## src/rtl/fir_serial_ctrl.sv

```systemverilog
// Sequencer for a full-serial FIR: one delay-line RAM, one coefficient
// ROM and one MAC. It zero-fills the delay line after reset, then takes
// one sample per strobe, writes it, walks all taps and pulses y_valid.
//
// Ports:
//   clk, rst      clock, synchronous active-high reset
//   x_vld/x_data  sample strobe and data (the source cannot stall)
//   x_rdy, busy   status: IDLE / not IDLE
//   dl_we/waddr/wdata  delay-line write port
//   dl_re/raddr   delay-line read port (data valid next cycle)
//   coef_addr     coefficient ROM address, shares dl_re timing
//   mac_en/first/last  MAC control aligned to the read data
//   y_valid       MAC result is valid (1-cycle pulse)
//   drop_cnt      strobes lost outside IDLE, saturating
module fir_serial_ctrl #(
    parameter int TAPS = 16,
    parameter int DW   = 12
) (
    input  logic                        clk,
    input  logic                        rst,
    input  logic                        x_vld,
    input  logic [DW-1:0]               x_data,
    output logic                        x_rdy,
    output logic                        dl_we,
    output logic [$clog2(TAPS)-1:0]     dl_waddr,
    output logic [DW-1:0]               dl_wdata,
    output logic                        dl_re,
    output logic [$clog2(TAPS)-1:0]     dl_raddr,
    output logic [$clog2(TAPS)-1:0]     coef_addr,
    output logic                        mac_en,
    output logic                        mac_first,
    output logic                        mac_last,
    output logic                        y_valid,
    output logic                        busy,
    output logic [15:0]                 drop_cnt
);

    localparam int AW = $clog2(TAPS);
    localparam logic [AW-1:0] LAST = AW'(TAPS - 1);

    typedef enum logic [2:0] {
        CLEAR,
        IDLE,
        WRITE,
        RUN,
        DRAIN,
        DONE
    } state_t;

    state_t          state_q, state_d;
    logic [AW-1:0]   clr_idx_q, clr_idx_d;
    logic [AW-1:0]   k_q, k_d;
    logic [AW-1:0]   wr_ptr_q, wr_ptr_d;
    logic [15:0]     drop_q, drop_d;

    logic            x_rdy_q, x_rdy_d;
    logic            busy_q, busy_d;
    logic            we_q, we_d;
    logic [AW-1:0]   waddr_q, waddr_d;
    logic [DW-1:0]   wdata_q, wdata_d;
    logic            re_q, re_d;
    logic [AW-1:0]   raddr_q, raddr_d;
    logic [AW-1:0]   coef_q, coef_d;
    logic            men_q, men_d;
    logic            mfirst_q, mfirst_d;
    logic            mlast_q, mlast_d;
    logic            yv_q, yv_d;

    // Newest sample sits at wr_ptr; tap k reads k samples back,
    // wrapping without a modulo so TAPS need not be a power of two.
    function automatic logic [AW-1:0] tap_addr(
        input logic [AW-1:0] wp,
        input logic [AW-1:0] k
    );
        logic [AW:0] wrapped;
        wrapped = {1'b0, wp} + (AW+1)'(TAPS) - {1'b0, k};
        if (wp >= k) begin
            tap_addr = wp - k;
        end else begin
            tap_addr = wrapped[AW-1:0];
        end
    endfunction

    always_comb begin
        state_d   = state_q;
        clr_idx_d = clr_idx_q;
        k_d       = k_q;
        wr_ptr_d  = wr_ptr_q;
        drop_d    = drop_q;
        x_rdy_d   = 1'b0;
        busy_d    = 1'b1;
        we_d      = 1'b0;
        waddr_d   = '0;
        wdata_d   = '0;
        re_d      = 1'b0;
        raddr_d   = '0;
        coef_d    = '0;
        yv_d      = 1'b0;

        // MAC control is the read strobe delayed by the RAM latency.
        men_d    = re_q;
        mfirst_d = re_q && (coef_q == '0);
        mlast_d  = re_q && (coef_q == LAST);

        if (x_vld && (state_q != IDLE) && (drop_q != 16'hFFFF)) begin
            drop_d = drop_q + 16'd1;
        end

        unique case (state_q)
            CLEAR: begin
                // First cycle out of reset has no write yet, so the
                // index only advances once a write is on the port.
                if (we_q && (clr_idx_q == LAST)) begin
                    state_d = IDLE;
                    x_rdy_d = 1'b1;
                    busy_d  = 1'b0;
                end else begin
                    clr_idx_d = we_q ? clr_idx_q + AW'(1) : clr_idx_q;
                    we_d      = 1'b1;
                    waddr_d   = clr_idx_d;
                end
            end
            IDLE: begin
                if (x_vld) begin
                    state_d = WRITE;
                    we_d    = 1'b1;
                    waddr_d = wr_ptr_q;
                    wdata_d = x_data;
                end else begin
                    x_rdy_d = 1'b1;
                    busy_d  = 1'b0;
                end
            end
            WRITE: begin
                state_d = RUN;
                k_d     = '0;
                re_d    = 1'b1;
                raddr_d = wr_ptr_q;
                coef_d  = '0;
            end
            RUN: begin
                if (k_q == LAST) begin
                    state_d = DRAIN;
                end else begin
                    k_d     = k_q + AW'(1);
                    re_d    = 1'b1;
                    coef_d  = k_d;
                    raddr_d = tap_addr(wr_ptr_q, k_d);
                end
            end
            DRAIN: begin
                state_d = DONE;
                yv_d    = 1'b1;
            end
            DONE: begin
                state_d  = IDLE;
                x_rdy_d  = 1'b1;
                busy_d   = 1'b0;
                wr_ptr_d = (wr_ptr_q == LAST) ? '0 : wr_ptr_q + AW'(1);
            end
            default: begin
                state_d = CLEAR;
            end
        endcase
    end

    always_ff @(posedge clk) begin
        if (rst) begin
            state_q   <= CLEAR;
            clr_idx_q <= '0;
            k_q       <= '0;
            wr_ptr_q  <= '0;
            drop_q    <= '0;
            x_rdy_q   <= 1'b0;
            busy_q    <= 1'b1;
            we_q      <= 1'b0;
            waddr_q   <= '0;
            wdata_q   <= '0;
            re_q      <= 1'b0;
            raddr_q   <= '0;
            coef_q    <= '0;
            men_q     <= 1'b0;
            mfirst_q  <= 1'b0;
            mlast_q   <= 1'b0;
            yv_q      <= 1'b0;
        end else begin
            state_q   <= state_d;
            clr_idx_q <= clr_idx_d;
            k_q       <= k_d;
            wr_ptr_q  <= wr_ptr_d;
            drop_q    <= drop_d;
            x_rdy_q   <= x_rdy_d;
            busy_q    <= busy_d;
            we_q      <= we_d;
            waddr_q   <= waddr_d;
            wdata_q   <= wdata_d;
            re_q      <= re_d;
            raddr_q   <= raddr_d;
            coef_q    <= coef_d;
            men_q     <= men_d;
            mfirst_q  <= mfirst_d;
            mlast_q   <= mlast_d;
            yv_q      <= yv_d;
        end
    end

    assign x_rdy     = x_rdy_q;
    assign busy      = busy_q;
    assign dl_we     = we_q;
    assign dl_waddr  = waddr_q;
    assign dl_wdata  = wdata_q;
    assign dl_re     = re_q;
    assign dl_raddr  = raddr_q;
    assign coef_addr = coef_q;
    assign mac_en    = men_q;
    assign mac_first = mfirst_q;
    assign mac_last  = mlast_q;
    assign y_valid   = yv_q;
    assign drop_cnt  = drop_q;

endmodule

```

## config.mk

```make
export PLATFORM = sky130hd
export DESIGN_NAME = fir_serial_ctrl
export DESIGN_NICKNAME = d
export VERILOG_FILES = /design/src/rtl/fir_serial_ctrl.sv
export SDC_FILE = /design/constraint.sdc
export NUM_CORES = 1
export LEC_CHECK = 0
export BUFFER_PORTS_ARGS = -buffer_cell sky130_fd_sc_hd__buf_2
export CORE_ASPECT_RATIO = 0.8
export CORE_MARGIN = 10
export CORE_UTILIZATION = 50
export CTS_CLUSTER_SIZE = 30
export DETAILED_ROUTE_END_ITERATION = 6
export PLACE_DENSITY = 0.75
export SYNTH_ARGS = -nofsm -noshare
export SYNTH_HDL_FRONTEND = slang
export SYNTH_SLANG_ARGS = --single-unit
```

## constraint.sdc

```tcl
create_clock -name clk -period 2.7 [get_ports clk]
set_clock_uncertainty 0.1 [all_clocks]
set_input_delay 0.27 -clock clk [delete_from_list [all_inputs] [get_ports clk]]
set_output_delay 0.27 -clock clk [all_outputs]
set_load 0.02 [all_outputs]
```

==> reports/results.ini <==
[power]
leakage_nw = 1.35
power_frac_comb_pct = 3.8
p_per_area_mw_per_mm2 = 581
total_power_mw = 1.91
internal_power_mw = 1.49
pwr-share-seq_pct = 49.8
switchingPower_mw = 0.420
vdd.ir_drop.worst_mv = 0.425
p_sw_share_pct = 22.0
pwr-share-clk_pct = 46.4

[setup_path]
worst_r2r_path_depth = 8
cp_max_fo = 5
cp_data_required_time_ps = 2820
crit_path_end_kind = register
reg2reg_to = dl_raddr[3]$_SDFF_PP0_
worstSetupPathType = register to register
startpoint_type = register
rr_startpoint = k_q[0]$_SDFFE_PP0P_
r2r_slack_ps = 300
worstPathArrival_ps = 2520

[layout]
final_area_sq_mm = 0.00329
drive_gt1_share_pct = 23.6
n_antenna_cell = 0
fillers = 450
area_delta_synth_final_pct = 21.0
multi_input_area_sq_mm = 0.00136
nNetsFinal = 386
postLayoutCoreUtil_pct = 64.2
regArea_sq_mm = 0.00126
final_cells = 431

[logic_synthesis]
synthMuxAreaShare_pct = 0.783
synth_xor_area_share_pct = 7.37
synth_top_cells_by_count = dfxtp_1 (63), nor2_1 (37), a21oi_1 (21), nand2_1 (21), xnor2_1 (16)
synth_nets = 324
synthAdderAreaFrac_pct = 3.50
postSynthCellCount = 302
synth_compound_area_share_pct = 11.6
yosysMostFrequentCell = dfxtp_1
synth_edf_count = 0
synth.yosys.seq_area_share_pct = 46.4
synth_area_sq_mm = 0.00272
synth_top_area_cell = dfxtp_1
yosys_warnings = 0
syn_avg_cell_area_sq_um = 9.00
async_flop_share_pct = 0
synth-main-ff-cell = dfxtp_1
synth_top_family_by_area = simple AND/OR/NAND/NOR gates
yosys.area_share.simple_pct = 26.7
synth_cell_types = 50
netlist.area_leader.share_pct = 46.4
synth.area.top_cells = dfxtp_1 (46%), xnor2_1 (5.2%), nor2_1 (5.1%), a21oi_1 (3.9%), and2_1 (3.2%)
ys_ff_latch = 63

[grt]
track_usage_pct = 14.5
grt_overflow = 0
grt_pass1_vias = 2268
grt_pass1_wl_um = 10400
antenna_found_initial = 0
grt_max_degree = 24

[clock_network]
cts_buffer_depth = 2
postCtsHoldBufs = 0
clk_pin_slew_ps = 80
htreeDepth = 3
cts_resized = 0
post_cts_buffers = 0
tritoncts = yes
cts_buffers = 9
clk_latency_ps = 340
cts_root_buffer = clkbuf_8
cts.sinks = 63

[hold_path]
hp-start = x_data[4]
min_to = dl_wdata[4]$_SDFF_PP0_
hold_class = primary input to register
whs_path_depth = 2

[detailed_routing]
drt-pass1-iter-count = 4
wl_per_cell_um = 14.0
drc = 0
ant_nets = 0
avgViaCountPerCell = 5.29
routed_wl_um = 6040
num_vias = 2278
drt_iter0_markers = 132

[timing]
fin_ws_ps = 302
hold_violations = 0
relSlewSlack_pct = 59.9
rsz0062_at_grt = no
tightest_slew_ps = 601
max_freq_mhz = 417
fin_tns_setup_ps = 0
hold_ws_ps = 23.6
setup_viol = 0
finalCritPeriodShare_pct = 88.8
post-route-min-period_ps = 2400
slew_violations = 0

[placed_design]
dp_hpwl_um = 4370
placed_area_sq_mm = 0.00307
place.port_buffers = 62
pre_cts_slack_ps = 344
gp_congestion = 0.834
numPlacedInstances = 415

[floorplan]
fp.dieH_um = 85.9
rows = 23
initial_utilization_pct = 53.1
fp.coreArea_sq_mm = 0.00512
fp.dieW_um = 102
dieArea_sq_mm = 0.00880
top_level_ports = 63

[job]
maxCapViolations = 0

[outcome]
status = finished, final reports clean

==> critical path, stage by stage, from the launching register on <==
cell and delay, ps:
dfxtp_1 350, ha_1 360, inv_1 80, ha_1 270, nor2b_1 250, o21ai_1 140, nor4bb_1 170, a2111oi_1 430
o31ai_1 130
==> flip-flops by register name (all words and copies together) (netlist names), 4 cells and up <==
name and count:
k_q 4, clr_idx_q 4, wr_ptr_q 4, dl_waddr 4, coef_addr 4, dl_wdata 12, dl_raddr 4, drop_cnt 16
==> cell type report <==
| type | count | area share, % |
|---|---|---|
| clock inverter | 7 | 2.97 |
| inverter | 12 | 1.37 |
| sequential | 63 | 38.4 |
| multi-input combinational | 214 | 41.3 |
| timing repair buffer | 64 | 9.89 |
| clock buffer | 9 | 3.77 |
| tap | 62 | 2.36 |
==> logic make-up after synthesis <==
logic type                 after synthesis
and+or+nand+nor                        136
DFF                                     63
AOI/OAI and AO/OA                       47
buffers and inverters                   25
xor gates and xnor gates                22
adders and majority gates                7
muxes                                    2
==> metal layers <==
metal	vias to the layer above	global-route usage, %	wire, um
met4	0	3.96	7
met3	2	8.26	633
met5	-	0	0
met2	76	20.9	2530
met1	1021	17.9	2870
li1	1179	-	-
==> cells in the final DEF (no fill, tap or decap), drive strengths merged, types with 2 or more instances in the layout <==
| cell type | n |
|---|---|
| buf | 64 |
| a22oi | 4 |
| a211oi | 7 |
| xnor2 | 17 |
| nand3 | 14 |
| nand2b | 4 |
| a31oi | 2 |
| or4 | 3 |
| o31ai | 2 |
| nor4 | 4 |
| inv | 12 |
| o21ai | 4 |
| or3 | 3 |
| nor3b | 2 |
| nor2b | 2 |
| clkbuf | 9 |
| bufinv | 2 |
| nand3b | 3 |
| and3 | 2 |
| clkinvlp | 2 |
| nor3 | 11 |
| nor2 | 37 |
| a311oi | 2 |
| nand2 | 21 |
| clkinv | 3 |
| and4 | 2 |
| ha | 6 |
| and2 | 15 |
| a21oi | 21 |
| xor2 | 5 |
| a2111oi | 3 |
| nand4 | 7 |
| dfxtp | 63 |
==> power by group through the flow <==
stage	Clock (mW)	Combinational, mW	Sequential (mW)
2_1_floorplan	0	0.0377	0.980
3_5_place_dp	0	0.0721	0.972
4_1_cts	0.913	0.0735	0.951
5_1_grt	0.953	0.0808	0.953
6_report	0.888	0.0725	0.952
3_3_place_gp	0	0.0710	0.972
==> how the worst max path moves through the flow <==
stage | startpoint | cells past startpoint | end | slack [ps]
finish | k_q[0]$_SDFFE_PP0P_ | 8 | dl_raddr[3]$_SDFF_PP0_ | 300
global placement | k_q[0]$_SDFFE_PP0P_ | 8 | dl_raddr[3]$_SDFF_PP0_ | 440
CTS | k_q[0]$_SDFFE_PP0P_ | 8 | dl_raddr[3]$_SDFF_PP0_ | 340
global route | k_q[0]$_SDFFE_PP0P_ | 8 | dl_raddr[3]$_SDFF_PP0_ | 170
detailed placement | k_q[0]$_SDFFE_PP0P_ | 8 | dl_raddr[3]$_SDFF_PP0_ | 340
floorplan | k_q[0]$_SDFFE_PP0P_ | 8 | dl_raddr[3]$_SDFF_PP0_ | 540
(Power assumes the default switching activity.)
